## src/rtl/lap_bank_ctrl.sv

```systemverilog
//------------------------------------------------------------------------------
// lap_bank_ctrl : write-strobe, browse-address and fill tracking for the
//                 16 x 24-bit lap register bank and its registered readout mux.
// Option macro  : LAP_RING_EN (overwrite the oldest lap when full)
// Revision      : 1.0
//------------------------------------------------------------------------------
`default_nettype none

module lap_bank_ctrl (
  input  logic        rclk,
  input  logic        rst_n,
  input  logic        lap,
  input  logic        clear,
  input  logic        next,
  input  logic        prev,
  output logic [15:0] wr_en,
  output logic [3:0]  rd_addr,
  output logic [4:0]  count,
  output logic        empty,
  output logic        full,
  output logic        overflow,
  output logic        out_valid
);

  localparam logic [1:0] c_SETTLE_LAP    = 2'd2;
  localparam logic [1:0] c_SETTLE_BROWSE = 2'd1;

  logic [3:0]  r_wr_ptr, r_oldest, r_rd_idx;
  logic [1:0]  r_settle;

  logic [3:0]  w_wr_ptr, w_oldest, w_rd_idx, w_last;
  logic [4:0]  w_count;
  logic [1:0]  w_settle;
  logic [15:0] w_wr_en;
  logic        w_overflow;

  // Browse position of the newest lap; wraps to 15 when count is 16.
  assign w_last = 4'(count - 5'd1);

  always_comb begin
    w_wr_ptr   = r_wr_ptr;
    w_oldest   = r_oldest;
    w_rd_idx   = r_rd_idx;
    w_count    = count;
    w_overflow = overflow;
    w_wr_en    = '0;
    w_settle   = (r_settle != 2'd0) ? r_settle - 2'd1 : 2'd0;

    if (clear) begin
      w_wr_ptr   = '0;
      w_oldest   = '0;
      w_rd_idx   = '0;
      w_count    = '0;
      w_overflow = 1'b0;
      w_settle   = '0;
    end else if (lap) begin
      if (!full) begin
        w_wr_en  = 16'h0001 << r_wr_ptr;
        w_wr_ptr = r_wr_ptr + 4'd1;
        w_count  = count + 5'd1;
        w_rd_idx = count[3:0];
        w_settle = c_SETTLE_LAP;
      end else begin
`ifdef LAP_RING_EN
        w_wr_en  = 16'h0001 << r_wr_ptr;
        w_wr_ptr = r_wr_ptr + 4'd1;
        w_oldest = r_oldest + 4'd1;
        w_rd_idx = 4'd15;
        w_settle = c_SETTLE_LAP;
`else
        w_overflow = 1'b1;
`endif
      end
    end else if ((next ^ prev) && (count != 5'd0)) begin
      if (next)
        w_rd_idx = (r_rd_idx == w_last) ? 4'd0 : r_rd_idx + 4'd1;
      else
        w_rd_idx = (r_rd_idx == 4'd0) ? w_last : r_rd_idx - 4'd1;
      w_settle = c_SETTLE_BROWSE;
    end
  end

  always_ff @(posedge rclk or negedge rst_n) begin
    if (!rst_n) begin
      r_wr_ptr  <= '0;
      r_oldest  <= '0;
      r_rd_idx  <= '0;
      r_settle  <= '0;
      wr_en     <= '0;
      rd_addr   <= '0;
      count     <= '0;
      empty     <= 1'b1;
      full      <= 1'b0;
      overflow  <= 1'b0;
      out_valid <= 1'b0;
    end else begin
      r_wr_ptr  <= w_wr_ptr;
      r_oldest  <= w_oldest;
      r_rd_idx  <= w_rd_idx;
      r_settle  <= w_settle;
      wr_en     <= w_wr_en;
      rd_addr   <= w_oldest + w_rd_idx;
      count     <= w_count;
      empty     <= (w_count == 5'd0);
      full      <= (w_count == 5'd16);
      overflow  <= w_overflow;
      out_valid <= (w_count != 5'd0) && (w_settle == 2'd0);
    end
  end

endmodule

`default_nettype wire

```

## config.mk

```make
export PLATFORM = sky130hd
export DESIGN_NAME = lap_bank_ctrl
export DESIGN_NICKNAME = d
export VERILOG_FILES = /design/src/rtl/lap_bank_ctrl.sv
export SDC_FILE = /design/constraint.sdc
export NUM_CORES = 1
export LEC_CHECK = 0
export CELL_PAD_IN_SITES_DETAIL_PLACEMENT = 1
export CELL_PAD_IN_SITES_GLOBAL_PLACEMENT = 1
export CORE_ASPECT_RATIO = 1.1
export CORE_UTILIZATION = 47
export CTS_BUF_LIST = sky130_fd_sc_hd__clkbuf_2
export DETAILED_ROUTE_END_ITERATION = 16
export MAX_ROUTING_LAYER = met4
export PLACE_DENSITY = 0.88
export SLEW_MARGIN = 20
export SYNTH_ARGS = -nofsm -noshare
export SYNTH_HDL_FRONTEND = slang
export SYNTH_SLANG_ARGS = --single-unit
```

## constraint.sdc

```tcl
create_clock -name rclk -period 6 [get_ports rclk]
set_clock_uncertainty 0.15 [all_clocks]
set_input_delay 0.6 -clock rclk [delete_from_list [all_inputs] [get_ports rclk]]
set_output_delay 0.6 -clock rclk [all_outputs]
set_load 0.01 [all_outputs]
```

Yosys cells after proc, flatten, opt, wreduce, memory -nomap -nowiden
Index checks and enable logic that the tools add are counted.
- input port bits: 6
- output and inout port bits: 29
- flip-flop bits (word level): 43
- multiplexer cells: 25
- shift-type cells: 1
- reduce and logical (&&, ||, !) cells: 12
- equal/unequal tests: 3
- bitwise operators: 1
- add/subtract/negate cells: 7
- operator list (kind ; count):
    16-bit 2-to-1 mux ; 3
    4-bit 2-to-1 mux ; 11
    1-bit by 4-bit << shifter with 16-bit output, first input constant ; 1
    5-bit 2-to-1 mux ; 3
    2-bit 2-to-1 mux ; 5
    5-bit nonzero test ; 2
    4-bit by 1-bit adder with 4-bit output, second input constant ; 2
    4-bit by 1-bit subtractor with 4-bit output, second input constant ; 2
    2-bit nonzero test ; 3
    5-bit by 1-bit adder with 5-bit output, second input constant ; 1
    5-bit equality test, second input constant ; 1
    5-bit logical NOT ; 1
    4-bit adder ; 1
    4-bit equality test ; 1
    4-bit logical NOT ; 1
    2-bit AND reduction ; 2
    1-bit 2-to-1 mux ; 3
    1-bit logical AND ; 2
    2-bit logical NOT ; 1
    2-bit != test, second input constant ; 1
    2-bit by 1-bit subtractor with 2-bit output, second input constant ; 1
    1-bit XOR ; 1

Longest topological paths before layout
- depth after elaboration: 8
- gate-level depth with buffers: 13
- mapped depth without buffers: 12

Worst setup path after synthesis
Ideal clock, no wire load.
- kind: register to register
- from: register count[0]
- to: register rd_addr[3]
- buffers on the path: 1
- clock period less this slack: 2966 ps
- library setup time: 79 ps
- setup slack: 3034 ps
- arrival: 2736 ps
- stages on the path, launching flop included: 14
- cells stage by stage: dfrtp_1 buf_4 inv_1 ha_1 xor2_1 nand3_1 or2_1 a311o_1 a21oi_1 nor2_1 ha_1 a21o_1 a21oi_1 xor2_1
- word-level cells in the longest chain between the ends: 8
- elaborated cells between the ends (all ways): 12
- those cells by class: add/sub (2); eq/ne (1); mux (7); reduce/logical (2)
- RTL lines (element ; line ; text):
    start: declaration ; 18 ; output logic [4:0] count,
    start signal: assignment ; 103 ; count <= w_count;
    4-bit by 1-bit subtractor with 4-bit output ; 38 ; assign w_last = 4'(count - 5'd1);
    4-bit equality test ; 76 ; w_rd_idx = (r_rd_idx == w_last) ? 4'd0 : r_rd_idx + 4'd1;
    4-bit 2-to-1 mux ; 76 ;
    4-bit 2-to-1 mux ; 75 ; if (next)
    4-bit 2-to-1 mux * ; 74 ; end else if ((next ^ prev) && (count != 5'd0)) begin
    4-bit 2-to-1 mux * ; 56 ; end else if (lap) begin
    4-bit 2-to-1 mux * ; 49 ; if (clear) begin
    via w_rd_idx[1] ; 31 ; logic [3:0] w_wr_ptr, w_oldest, w_rd_idx, w_last;
    4-bit adder * ; 102 ; rd_addr <= w_oldest + w_rd_idx;
    end signal: assignment ; 102 ;
    end: declaration ; 17 ; output logic [3:0] rd_addr,
Mark *: on every way through the listed nets, which the timed path passes. The rest lies on a longest branch.
A chain may end at the register's enable or synchronous reset.

Worst setup path after layout
Ends and elaborated chain as after synthesis.

==> flow_summary.html <==
<table>
<tr><th>Metric</th><th>Value</th></tr>
<tr><th colspan="2">Synthesis</th></tr>
<tr><td>Number of cells produced by synthesis</td><td>208</td></tr>
<tr><td>Post-Synthesis Cell Area</td><td>0.00227 mm^2</td></tr>
<tr><td>Mapped Avg Cell Area</td><td>10.9 um^2</td></tr>
<tr><td>Primary FF master, synth</td><td>sky130_fd_sc_hd__dfrtp_1</td></tr>
<tr><td>Syn. warnings</td><td>0</td></tr>
<tr><td>Synthesized net count</td><td>229</td></tr>
<tr><td>Total of flip-flops plus latches after synthesis</td><td>43</td></tr>
<tr><td>Share of synthesized registers carrying an async set or reset</td><td>100%</td></tr>
<tr><td>Count of different cell masters after synthesis</td><td>47</td></tr>
<tr><td>Post-synth EDFFs</td><td>0</td></tr>
<tr><td>Share of the yosys chip area belonging to registers</td><td>47.5%</td></tr>
<tr><th colspan="2">Route</th></tr>
<tr><td>Detailed-route via count</td><td>1,593</td></tr>
<tr><td>Total Routed Length</td><td>4920 um</td></tr>
<tr><td>Total DRC errors in the routed layout</td><td>0</td></tr>
<tr><td>Average detailed-routed wire length per instance</td><td>16.9 um</td></tr>
<tr><td>First-iteration detailed-routing DRC count</td><td>94</td></tr>
<tr><td>Number of optimization iterations in the first detailed-route pass</td><td>4</td></tr>
<tr><td>Number of nets with antenna violations after routing</td><td>0</td></tr>
<tr><td>Routed via count divided by cell count</td><td>5.47</td></tr>
<tr><th colspan="2">Layout</th></tr>
<tr><td>Area growth from synthesis to final layout</td><td>16.8%</td></tr>
<tr><td>Area used by sequential logic in the layout</td><td>0.00108 mm^2</td></tr>
<tr><td>Fraction of layout instances using a drive strength above 1</td><td>5.96%</td></tr>
<tr><td>Fill cell instance count of the final layout</td><td>516</td></tr>
<tr><td>Count of antenna diodes in the layout</td><td>0</td></tr>
<tr><td>Area of all placed cells without fillers</td><td>0.00265 mm^2</td></tr>
<tr><td>Layout net count</td><td>255</td></tr>
<tr><td>Post-layout utilization of the core</td><td>57.0%</td></tr>
<tr><td>Area used by multi-input combinational logic</td><td>0.00106 mm^2</td></tr>
<tr><th colspan="2">Floorplan</th></tr>
<tr><td>Die Y</td><td>74.9 um</td></tr>
<tr><td>Count of boundary I/O pins</td><td>35</td></tr>
<tr><td>Starting utilization of the core area</td><td>48.8%</td></tr>
<tr><td>Standard-cell row count</td><td>26</td></tr>
<tr><td>Width of the die</td><td>68.2 um</td></tr>
<tr><td>Overall die area</td><td>0.00511 mm^2</td></tr>
<tr><td>Floorplan core area</td><td>0.00465 mm^2</td></tr>
<tr><th colspan="2">STA</th></tr>
<tr><td>Actual slew at the worst max-slew pin</td><td>0.961 ns</td></tr>
<tr><td>Endpoints failing setup</td><td>0</td></tr>
<tr><td>Post-layout minimum cycle time</td><td>3.35 ns</td></tr>
<tr><td>Relative slew slack</td><td>35.7%</td></tr>
<tr><td>Unrepaired setup endpoints after global routing</td><td>false</td></tr>
<tr><td>Post-route worst setup slack</td><td>2.65 ns</td></tr>
<tr><td>Final Max Tran Viols</td><td>0</td></tr>
<tr><td>Final Hold Vio Count</td><td>0</td></tr>
<tr><td>Hold_ws</td><td>0.144 ns</td></tr>
<tr><td>Summed negative setup slack over all endpoints</td><td>0 ns</td></tr>
<tr><td>Crit share post-route</td><td>55.8%</td></tr>
<tr><td>Highest achievable clock rate</td><td>0.299 GHz</td></tr>
<tr><th colspan="2">Placement</th></tr>
<tr><td>Number of port buffers</td><td>34</td></tr>
<tr><td>Total cell area at the placement stage</td><td>0.00258 mm^2</td></tr>
<tr><td>HPWL Detailed</td><td>3500 um</td></tr>
<tr><td>Pre-CTS worst setup slack</td><td>2.60 ns</td></tr>
<tr><td>GP Congestion</td><td>0.839</td></tr>
<tr><th colspan="2">Power</th></tr>
<tr><td>Leakage component of the power</td><td>1.25 nW</td></tr>
<tr><td>Proportion of power drawn by combinational gates</td><td>16.9%</td></tr>
<tr><td>Total power per unit cell area</td><td>220 mW/mm^2</td></tr>
<tr><td>VDD IR max</td><td>0.133 mV</td></tr>
<tr><td>Cell Int Power</td><td>416 uW</td></tr>
<tr><td>Switching Share</td><td>28.8%</td></tr>
<tr><td>Register share of total power</td><td>54.2%</td></tr>
<tr><td>Share of total power in the clock network</td><td>28.9%</td></tr>
<tr><td>Net switching power</td><td>168 uW</td></tr>
<tr><th colspan="2">Critical path</th></tr>
<tr><td>CP bufs+invs</td><td>1</td></tr>
<tr><td>Slowest library cell on the worst path</td><td>sky130_fd_sc_hd__dfrtp_1</td></tr>
<tr><td>Arrival @ worst endpoint</td><td>3.54 ns</td></tr>
<tr><td>Type of the worst setup path</td><td>reg -&gt; reg</td></tr>
<tr><td>Delay of the slowest cell on the worst path</td><td>0.65 ns</td></tr>
<tr><td>Max FO, Critical Path</td><td>10</td></tr>
<tr><td>Worst path top cell family by delay</td><td>compound AO/OA/AOI/OAI gates</td></tr>
<tr><td>CP Launch Type</td><td>flip-flop</td></tr>
<tr><td>CP Cell Sequence</td><td>inv_1 -&gt; ha_1 -&gt; xor2_1 -&gt; nand3_1 -&gt; or2_1 -&gt; a311o_1 -&gt; a21oi_1 -&gt; nor2_1 -&gt; ha_1 -&gt; a21o_1 -&gt; a21oi_1 -&gt; xor2_1</td></tr>
<tr><td>Data required time at the worst endpoint</td><td>6.20 ns</td></tr>
<tr><td>Critical Path Sink Type</td><td>flip-flop</td></tr>
<tr><th colspan="2">CTS</th></tr>
<tr><td>TritonCTS buffer count</td><td>5</td></tr>
<tr><td>Post-CTS repair timing setup buffer count</td><td>0</td></tr>
<tr><td>CTS resizes</td><td>0</td></tr>
<tr><td>Hold Buf Count CTS</td><td>0</td></tr>
<tr><td>Total number of H-tree levels</td><td>2</td></tr>
<tr><td>Clock slew at the register clock pins of the worst setup and hold paths</td><td>0.23 ns</td></tr>
<tr><td>Clock Path Buffers</td><td>2</td></tr>
<tr><td>CTS tree</td><td>yes</td></tr>
<tr><td>Later-pin clock latency in the skew report</td><td>0.40 ns</td></tr>
<tr><td>Root buffer selected by CTS</td><td>sky130_fd_sc_hd__clkbuf_2</td></tr>
<tr><td>Sink count of the clock tree</td><td>43</td></tr>
<tr><th colspan="2">GRT</th></tr>
<tr><td>Antenna violations before repair</td><td>0</td></tr>
<tr><td>Global routing usage on met1</td><td>29.2%</td></tr>
<tr><td>GR Overflow Total</td><td>0</td></tr>
<tr><td>GRT Total Usage</td><td>22.6%</td></tr>
<tr><td>Met2 track demand over resource</td><td>36.3%</td></tr>
<tr><td>Via count of the first global-routing pass</td><td>1,616</td></tr>
<tr><td>Largest net degree at the start of global routing</td><td>44</td></tr>
<tr><td>Met3 track demand over resource in global routing</td><td>4.24%</td></tr>
<tr><td>Most congested layer reported by global routing</td><td>met2</td></tr>
<tr><td>First-pass GRT wire length</td><td>8140 um</td></tr>
<tr><th colspan="2">Worst hold path</th></tr>
<tr><td>Hold Path Class</td><td>in -&gt; async</td></tr>
<tr><th colspan="2">Flow run</th></tr>
<tr><td>Number of violations of the max-capacitance limit</td><td>0</td></tr>
<tr><th colspan="2">Outcome</th></tr>
<tr><td>Run status</td><td>complete, no violations</td></tr>
</table>
==> metrics by stage <==
stage | total power, mW | instances
4_1_cts | 0.590 | 291
2_1_floorplan | 0.385 | 208
6_report | 0.584 | 291
3_3_place_gp | 0.417 | 283
3_5_place_dp | 0.421 | 283
5_1_grt | 0.617 | 291
==> power groups by stage <==
stage	Combinational (mW)	Sequential [mW]	Clock, mW
after floorplan	0.0705	0.315	0
after global placement	0.0965	0.320	0
after detailed placement	0.0994	0.321	0
after CTS	0.100	0.317	0.173
after global routing	0.111	0.319	0.187
final	0.0990	0.317	0.169
==> Yosys cell counts, types with 2 or more instances <==
library cell	instances	share of area, %
sky130_fd_sc_hd__a21o_1	3	0.99
sky130_fd_sc_hd__xnor2_1	7	2.7
sky130_fd_sc_hd__inv_1	11	1.8
sky130_fd_sc_hd__nand2b_1	2	0.55
sky130_fd_sc_hd__a21oi_1	9	2.0
sky130_fd_sc_hd__a211oi_1	2	0.66
sky130_fd_sc_hd__xor2_1	10	3.9
sky130_fd_sc_hd__mux2i_1	5	2.2
sky130_fd_sc_hd__ha_1	14	7.7
sky130_fd_sc_hd__and3_1	9	2.5
sky130_fd_sc_hd__nand2_1	6	0.99
sky130_fd_sc_hd__dfrtp_1	42	46
sky130_fd_sc_hd__nor2_1	20	3.3
sky130_fd_sc_hd__nand3_1	3	0.66
sky130_fd_sc_hd__nor3_1	3	0.66
sky130_fd_sc_hd__buf_6	3	1.5
sky130_fd_sc_hd__buf_2	4	0.88
sky130_fd_sc_hd__nor2b_1	6	1.7
sky130_fd_sc_hd__nand4_1	3	0.83
sky130_fd_sc_hd__buf_4	2	0.66
sky130_fd_sc_hd__nor3b_1	2	0.66
sky130_fd_sc_hd__clkbuf_1	6	0.99
sky130_fd_sc_hd__and2_1	7	1.9
sky130_fd_sc_hd__a221o_1	2	0.88
sky130_fd_sc_hd__a31oi_1	4	1.1
sky130_fd_sc_hd__nor4_1	2	0.55
==> final cells by class <==
class / count / share of cell area, %
Sequential cell: 43 / 40.7
Multi-Input combinational cell: 139 / 39.9
Timing Repair Buffer: 34 / 12.7
Tap cell: 56 / 2.64
Clock inverter: 3 / 1.61
Inverter: 11 / 1.56
Clock buffer: 5 / 0.944
==> cells in the final DEF (no fill, tap or decap), drive strengths merged, types with 2 or more instances in the layout <==
| cell | count |
|---|---|
| ha | 14 |
| mux2i | 5 |
| nor4 | 2 |
| a21oi | 9 |
| nor3 | 4 |
| a21o | 3 |
| a211oi | 2 |
| xnor2 | 7 |
| nand3 | 3 |
| and3 | 9 |
| a221o | 2 |
| nor2 | 21 |
| a31oi | 5 |
| clkdlybuf4s50 | 33 |
| nor3b | 2 |
| and2 | 7 |
| nor2b | 6 |
| dfrtp | 42 |
| inv | 12 |
| clkbuf | 5 |
| nand2 | 6 |
| nand4 | 3 |
| nand2b | 2 |
| xor2 | 11 |
==> flip-flops by register name (all words and copies together) (netlist names) <==
register   cells
rd_addr        4
overflow       1
empty          1
count          5
r_wr_ptr       4
r_oldest       4
out_valid      1
r_settle       2
full           1
wr_en         16
r_rd_idx       4
==> cells by family (layout without fill, tap and decap cells) <==
family / after synthesis / count (layout) / synth area share [%]
and+or+nand+nor: 68 / 68 / 16.2
DFF: 43 / 43 / 47.5
AOI/OAI and AO/OA: 32 / 32 / 10.9
buffers and inverters: 26 / 53 / 5.85
xor gates and xnor gates: 19 / 19 / 8.77
adders and majority gates: 15 / 15 / 8.60
muxes: 5 / 5 / 2.21
==> worst paths after layout <==
kind / startpoint / to / slack (ns) / depth (start not counted)
max in group asynchronous: rst_n / wr_en[3]$_DFF_PN0_ / 4.97 / 1
worst min-delay path: rst_n / wr_en[7]$_DFF_PN0_ / 0.14 / 1
worst max register to register: count[0]$_DFF_PN0_ / rd_addr[3]$_DFF_PN0_ / 2.65 / 12
worst min register to register: r_oldest[3]$_DFF_PN0_ / r_oldest[3]$_DFF_PN0_ / 0.38 / 2
worst max-delay path: count[0]$_DFF_PN0_ / rd_addr[3]$_DFF_PN0_ / 2.65 / 12
min in group rclk: r_oldest[3]$_DFF_PN0_ / r_oldest[3]$_DFF_PN0_ / 0.38 / 2
==> per-layer routing <==
layer	share of wire [%]	up-vias	routed length [um]
met5	0	-	0
met4	1.0	0	49
met3	3.1	4	154
li1	-	752	-
met1	44	802	2190
met2	51	35	2530
Power figures use the tool's default switching activity.
